--- config.mk ---
export PLATFORM = sky130hd
export DESIGN_NAME = calendar_alarm_core
export DESIGN_NICKNAME = d
export VERILOG_FILES = /design/src/rtl/calendar_alarm_core.sv
export SDC_FILE = /design/constraint.sdc
export NUM_CORES = 1
export LEC_CHECK = 0
export ABC_AREA = 1
export CORE_ASPECT_RATIO = 0.5
export CORE_MARGIN = 2
export CORE_UTILIZATION = 40
export CTS_BUF_LIST = sky130_fd_sc_hd__clkbuf_4
export DETAILED_ROUTE_END_ITERATION = 7
export HOLD_SLACK_MARGIN = 0.1
export PLACE_DENSITY_LB_ADDON = 0.2
export SYNTH_ARGS = -nofsm -noshare
export SYNTH_HDL_FRONTEND = slang
export SYNTH_SLANG_ARGS = --single-unit
--- constraint.sdc ---
create_clock -name clk -period 6.1 [get_ports clk]
set_input_delay 0.61 -clock clk [delete_from_list [all_inputs] [get_ports clk]]
set_output_delay 0.61 -clock clk [all_outputs]
set_load 0.01 [all_outputs]
--- src/rtl/calendar_alarm_core.sv ---
// calendar_alarm_core: 1 Hz calendar chain (sec..year, leap years), NA alarm
// channels with independent snooze/dismiss FSMs, and 12/24-hour display
// conversion. Outputs are binary and feed the external lcd_int drivers.
module calendar_alarm_core #(
   parameter int NA         = 4,
   parameter int SNOOZE_MIN = 9,
   parameter int RING_MAX   = 60,
   localparam int SELW      = (NA > 1) ? $clog2(NA) : 1
) (
   input  logic            clk,
   input  logic            rst,
   input  logic            timeset,
   input  logic            alarmset,
   input  logic [SELW-1:0] sel_alarm,
   input  logic            minadv,
   input  logic            hrsadv,
   input  logic            dayadv,
   input  logic            dateadv,
   input  logic            monthadv,
   input  logic            yearadv,
   input  logic [NA-1:0]   alarm_en,
   input  logic            snooze,
   input  logic            dismiss,
   input  logic            mode12,
   output logic [5:0]      sec,
   output logic [5:0]      min,
   output logic [4:0]      hrs,
   output logic [4:0]      hrs_disp,
   output logic            pm,
   output logic [2:0]      day,
   output logic [4:0]      date,
   output logic [3:0]      month,
   output logic [6:0]      year,
   output logic            buzz,
   output logic [NA-1:0]   buzz_ch,
   output logic [5:0]      amin_q,
   output logic [4:0]      ahrs_q
);

   localparam int SNZ_CYC  = SNOOZE_MIN * 60;
   localparam int SNZW     = $clog2(SNZ_CYC);
   localparam int RINGW    = 8;

   typedef enum logic [1:0] {IDLE, RINGING, SNOOZED} alarm_state_t;

   // Year 0 counts as leap, so year[1:0]==0 is the whole leap rule for 0..99.
   function automatic logic [4:0] days_in_month(input logic [3:0] m, input logic [6:0] y);
      case (m)
         4'd4, 4'd6, 4'd9, 4'd11: return 5'd30;
         4'd2:                    return (y[1:0] == 2'b00) ? 5'd29 : 5'd28;
         default:                 return 5'd31;
      endcase
   endfunction

   logic [5:0]   sec_n, min_n;
   logic [4:0]   hrs_n, date_n, dim_n;
   logic [2:0]   day_n;
   logic [3:0]   month_n;
   logic [6:0]   year_n;

   logic [5:0]   amin [NA];
   logic [4:0]   ahrs [NA];

   alarm_state_t st     [NA];
   alarm_state_t st_n   [NA];
   logic [SNZW-1:0]  snz_ct   [NA];
   logic [SNZW-1:0]  snz_ct_n [NA];
   logic [RINGW-1:0] ring_ct  [NA];
   logic [RINGW-1:0] ring_ct_n[NA];

   // Next calendar value: full carry chain when running, per-field wrap when setting.
   // NOTE: combinational logic uses blocking '=' so later statements see earlier results.
   always_comb begin
      // NOTE: every output gets a default first so no path leaves it unassigned (no latch).
      sec_n   = sec;
      min_n   = min;
      hrs_n   = hrs;
      day_n   = day;
      date_n  = date;
      month_n = month;
      year_n  = year;
      dim_n   = 5'd31;
      if (timeset) begin
         if (minadv)   min_n   = (min   == 6'd59) ? 6'd0 : min   + 6'd1;
         if (hrsadv)   hrs_n   = (hrs   == 5'd23) ? 5'd0 : hrs   + 5'd1;
         if (dayadv)   day_n   = (day   == 3'd6)  ? 3'd0 : day   + 3'd1;
         if (monthadv) month_n = (month == 4'd12) ? 4'd1 : month + 4'd1;
         if (yearadv)  year_n  = (year  == 7'd99) ? 7'd0 : year  + 7'd1;
         // Date limits follow the month/year being written on this same edge.
         dim_n = days_in_month(month_n, year_n);
         if (dateadv)
            date_n = (date >= dim_n) ? 5'd1 : date + 5'd1;
         else if (date > dim_n)
            date_n = dim_n;
      end else begin
         sec_n = (sec == 6'd59) ? 6'd0 : sec + 6'd1;
         if (sec == 6'd59) begin
            min_n = (min == 6'd59) ? 6'd0 : min + 6'd1;
            if (min == 6'd59) begin
               hrs_n = (hrs == 5'd23) ? 5'd0 : hrs + 5'd1;
               if (hrs == 5'd23) begin
                  day_n = (day == 3'd6) ? 3'd0 : day + 3'd1;
                  if (date >= days_in_month(month, year)) begin
                     date_n = 5'd1;
                     month_n = (month == 4'd12) ? 4'd1 : month + 4'd1;
                     if (month == 4'd12)
                        year_n = (year == 7'd99) ? 7'd0 : year + 7'd1;
                  end else begin
                     date_n = date + 5'd1;
                  end
               end
            end
         end
      end
   end

   // Calendar registers.
   // NOTE: clocked state uses non-blocking '<=' so all registers update from pre-edge values.
   always_ff @(posedge clk) begin
      if (rst) begin
         sec   <= 6'd0;
         min   <= 6'd0;
         hrs   <= 5'd0;
         day   <= 3'd0;
         date  <= 5'd1;
         month <= 4'd1;
         year  <= 7'd0;
      end else begin
         sec   <= sec_n;
         min   <= min_n;
         hrs   <= hrs_n;
         day   <= day_n;
         date  <= date_n;
         month <= month_n;
         year  <= year_n;
      end
   end

   // Alarm time registers, stepped for the selected channel while in alarm-set mode.
   always_ff @(posedge clk) begin
      if (rst) begin
         // NOTE: the alarm-time array is a few flops with a defined power-up value, so it is reset like any register.
         for (int i = 0; i < NA; i++) begin
            amin[i] <= 6'd0;
            ahrs[i] <= 5'd0;
         end
      end else if (alarmset && !timeset) begin
         for (int i = 0; i < NA; i++) begin
            if (sel_alarm == SELW'(i)) begin
               if (minadv) amin[i] <= (amin[i] == 6'd59) ? 6'd0 : amin[i] + 6'd1;
               if (hrsadv) ahrs[i] <= (ahrs[i] == 5'd23) ? 5'd0 : ahrs[i] + 5'd1;
            end
         end
      end
   end

   // Read back the alarm time of the addressed channel for display.
   always_comb begin
      amin_q = 6'd0;
      ahrs_q = 5'd0;
      for (int i = 0; i < NA; i++) begin
         if (sel_alarm == SELW'(i)) begin
            amin_q = amin[i];
            ahrs_q = ahrs[i];
         end
      end
   end

   // Per-channel next state: disarm > dismiss > snooze > timers/trigger.
   always_comb begin
      for (int i = 0; i < NA; i++) begin
         st_n[i]      = st[i];
         snz_ct_n[i]  = snz_ct[i];
         ring_ct_n[i] = ring_ct[i];
         if (!alarm_en[i]) begin
            st_n[i]      = IDLE;
            snz_ct_n[i]  = '0;
            ring_ct_n[i] = '0;
         end else begin
            case (st[i])
               IDLE: begin
                  if (!dismiss && !timeset && sec == 6'd0 &&
                      min == amin[i] && hrs == ahrs[i]) begin
                     st_n[i]      = RINGING;
                     ring_ct_n[i] = '0;
                  end
               end
               RINGING: begin
                  if (dismiss) begin
                     st_n[i] = IDLE;
                  end else if (snooze) begin
                     st_n[i]     = SNOOZED;
                     snz_ct_n[i] = SNZW'(SNZ_CYC - 1);
                  end else if (ring_ct[i] == RINGW'(RING_MAX - 1)) begin
                     st_n[i] = IDLE;
                  end else begin
                     ring_ct_n[i] = ring_ct[i] + RINGW'(1);
                  end
               end
               SNOOZED: begin
                  if (dismiss) begin
                     st_n[i] = IDLE;
                  end else if (snz_ct[i] == '0) begin
                     st_n[i]      = RINGING;
                     ring_ct_n[i] = '0;
                  end else begin
                     snz_ct_n[i] = snz_ct[i] - SNZW'(1);
                  end
               end
               default: st_n[i] = IDLE;
            endcase
         end
      end
   end

   // Channel state, counters and the registered ringing flags.
   always_ff @(posedge clk) begin
      if (rst) begin
         for (int i = 0; i < NA; i++) begin
            st[i]      <= IDLE;
            snz_ct[i]  <= '0;
            ring_ct[i] <= '0;
         end
         buzz_ch <= '0;
      end else begin
         for (int i = 0; i < NA; i++) begin
            st[i]      <= st_n[i];
            snz_ct[i]  <= snz_ct_n[i];
            ring_ct[i] <= ring_ct_n[i];
            buzz_ch[i] <= (st_n[i] == RINGING);
         end
      end
   end

   assign buzz = |buzz_ch;
   assign pm   = (hrs >= 5'd12);

   // 12-hour view: midnight shows 12, afternoon hours fold down by 12.
   always_comb begin
      hrs_disp = hrs;
      if (mode12) begin
         if (hrs == 5'd0)
            hrs_disp = 5'd12;
         else if (hrs > 5'd12)
            hrs_disp = hrs - 5'd12;
      end
   end

endmodule

==> results.tsv <==
metric	value	unit
Clk Tree Root Cell	clkbuf_4	
DRT Wirelength	24500	um
Synth Area per Inst	7.38	um2
fin. max-slew vios	0	
# hold bufs at CTS	0	
max_slew headroom	0.447	
post-DP HPWL	18200	um
CTS clk-pin slew, worst paths	140	ps
flops & latches, synth	164	
Syn-to-layout area delta	13.0	%
DR iter-0 viols	685	
EDFF count, synth	44	
die area	26100	um2
run status	finished clean	
final setup vio count	0	
TritonRoute pass-1 iters	6	
Final Critical Period	3560	ps
VDD IR max	0.125	mV
max-cap violation count	0	
Worst Setup End Kind	output port	
slowest CP cell	dfxtp_1	
layout cells sized above 1	0.0691	
Worst Tran Pin Value	821	ps
Worst Path Class, Setup	reg -> out	
synthesized area	9890	um2
# clock sinks	164	
DR vias	8913	
Cells after Synth	1340	
Most common cell on crit path	inv_1	
Tightest Hold Check Type	reg -> reg	
WL/cell	13.9	um
# DRC	0	
syn nets	1394	
clock skew	24.6	ps
arrival time of the worst setup path	2950	ps
Final Hold Vio Count	0	
Max H-tree Level	4	
DIE WIDTH	226	um
post-route ant nets	0	
flop2flop setup slack	3190	ps
crit-path cells	inv_1 -> ha_1 -> nand4_1 -> inv_1 -> a2111oi_0 -> clkdlybuf4s50_1	
RD Place Congestion	0.879	
clk_lat worst skew	620	ps
Global Route Usage Sum	0.197	
Max Root-Sink Buffers	2	
initial antenna violation count	1	
final worst-path cycle share	0.583	
total negative setup slack	0	ps
Lkg Pwr	4.25	nW
top_reg_cell synth	dfxtp_1	
Max Clk Rate	281	MHz
Synth Warn #	0	
I/O Buffers	76	
CTS tree	built	
initial core utilization	0.410	
sequential area share after synthesis	0.377	
PD cells	183	nW/um2
IO Count	77	
CP max FO	12	
WP data required	5490	ps
largest net degree at the start of global routing	31	
Synth cell types	56	
Finished Core Util	0.463	
first-pass GRT wire length	41100	um
setup bufs post-CTS	0	
post-cts sizing count	0	
vias in the first global route	8345	
chip height	115	um
FFs w/ async S/R, synth	0	
FP Rows	40	
RSZ-0062 raised after global routing	no	
Nets	1460	
GRT overflow	0	
CP max stage delay	720	ps
core area	24100	um2
startpoint types	flop	
TritonCTS Buffers	17	
vias per cell	5.07	
report_power, final:
group	internal (mW)	switching, mW	leakage (nW)	total [mW]
Combinational	0.102	0.143	2.68	0.245
Sequential	1.14	0.0383	1.43	1.18
Clock	0.204	0.416	0.148	0.620
final timing paths:
path | startpoint | to | cells after the start
setup / recovery | hrs[2]$_SDFFE_PP0P_ | hrs_disp[4] | 6
setup reg to reg | month[0]$_SDFFE_PP1P_ | date[3]$_SDFFE_PP0P_ | 18
hold / removal | ring_ct[2][7]$_SDFFE_PP0P_ | ring_ct[2][7]$_SDFFE_PP0P_ | 2
hold reg to reg | ring_ct[2][7]$_SDFFE_PP0P_ | ring_ct[2][7]$_SDFFE_PP0P_ | 2
layer usage:
layer | global-route usage | up-vias | share of wire
met5 | 0 | - | 0
met4 | 0.0592 | 0 | 0.015
met3 | 0.0483 | 30 | 0.046
met2 | 0.324 | 181 | 0.46
met1 | 0.258 | 4138 | 0.48
li1 | - | 4564 | -
cells by family (layout without fill, tap and decap cells):
family                   count (synthesis)  after routing  synth area share
XOR/XNOR                               102            102            0.0903
AO/OA/AOI/OAI                          205            205             0.120
flip-flops                             164            164             0.377
adder cells (fa/ha/maj)                 35             35            0.0443
AND/OR/NAND/NOR                        652            652             0.294
other                                    0              2                 0
buffers and inverters                  182            261            0.0753
placed cells by master (no fill, tap or decap), types with 4 or more instances in the layout:
cell,n
xnor2_1,41
nand2_1,248
inv_1,137
nor2_4,4
o22ai_1,5
nor3_1,33
inv_4,4
nor3b_1,7
nand2_2,11
clkbuf_4,17
o21ai_0,56
inv_2,12
a21oi_1,88
o2111ai_1,4
nand3_1,88
clkdlybuf4s50_1,76
nand4_1,29
nor2_2,10
nor3_2,4
o31ai_1,8
o21ai_1,5
edfxtp_1,44
ha_1,35
nor2_1,196
xor2_1,61
a31oi_1,14
clkinv_2,6
dfxtp_1,120
nand3b_1,5
or2_2,6
stage by stage:
stage          std cells  cell area, um2  total power [mW]  hold WS, ps  setup WS [ps]
4_1_cts             1755           11200              2.07          495           2500
5_1_grt             1757           11200              2.15          494           2280
3_3_place_gp        1723           10900              1.44          461           2780
6_report            1757           11200              2.04          502           2540
2_1_floorplan       1340            9890              1.34          448           3630
3_5_place_dp        1723           10900              1.45          483           2710
flip-flops by register name (all words and copies together), names as in the netlist:
register  cells
hrs           5
day           3
month         4
sec           6
amin         24
date          5
st            8
ring_ct      32
buzz_ch       4
year          7
snz_ct       40
ahrs         20
min           6
critical path, delay by kind of cell, from the launching register on:
family                     cells  cell delay [ps]
adders and majority gates      1              250
buffers and inverters          3              910
DFF                            1              720
and+or+nand+nor                1              140
AOI/OAI and AO/OA              1              310
area by class of cell:
cell class | count | area, um2
Clock inverter | 15 | 126
Inverter | 152 | 578
Timing Repair Buffer | 77 | 768
Clock buffer | 17 | 128
Antenna cell | 2 | 5.00
Tap cell | 336 | 420
Multi-Input combinational cell | 994 | 5420
Fill cell | 2468 | 13000
Sequential cell | 164 | 3720
cells in the mapped netlist (all sizes together) (2+ instances only):
master / instances / area share
nand2: 262 / 0.10
nor2: 210 / 0.085
inv: 149 / 0.057
dfxtp: 120 / 0.24
nand3: 92 / 0.049
a21oi: 91 / 0.047
o21ai: 64 / 0.035
xor2: 61 / 0.054
edfxtp: 44 / 0.13
xnor2: 41 / 0.036
nor3: 37 / 0.021
ha: 35 / 0.044
nand4: 29 / 0.018
buf: 16 / 0.011
a31oi: 14 / 0.0089
clkbuf: 14 / 0.0056
o31ai: 8 / 0.0061
nor3b: 7 / 0.0053
or2: 6 / 0.0038
nand3b: 5 / 0.0038
o22ai: 5 / 0.0032
o2111ai: 4 / 0.0035
a211oi: 3 / 0.0023
clkinv: 3 / 0.0019
a31o: 2 / 0.0018
o211a: 2 / 0.0020
o211ai: 2 / 0.0015
o21a: 2 / 0.0015
o221ai: 2 / 0.0018
No activity file was read; power rests on OpenSTA's default activity.
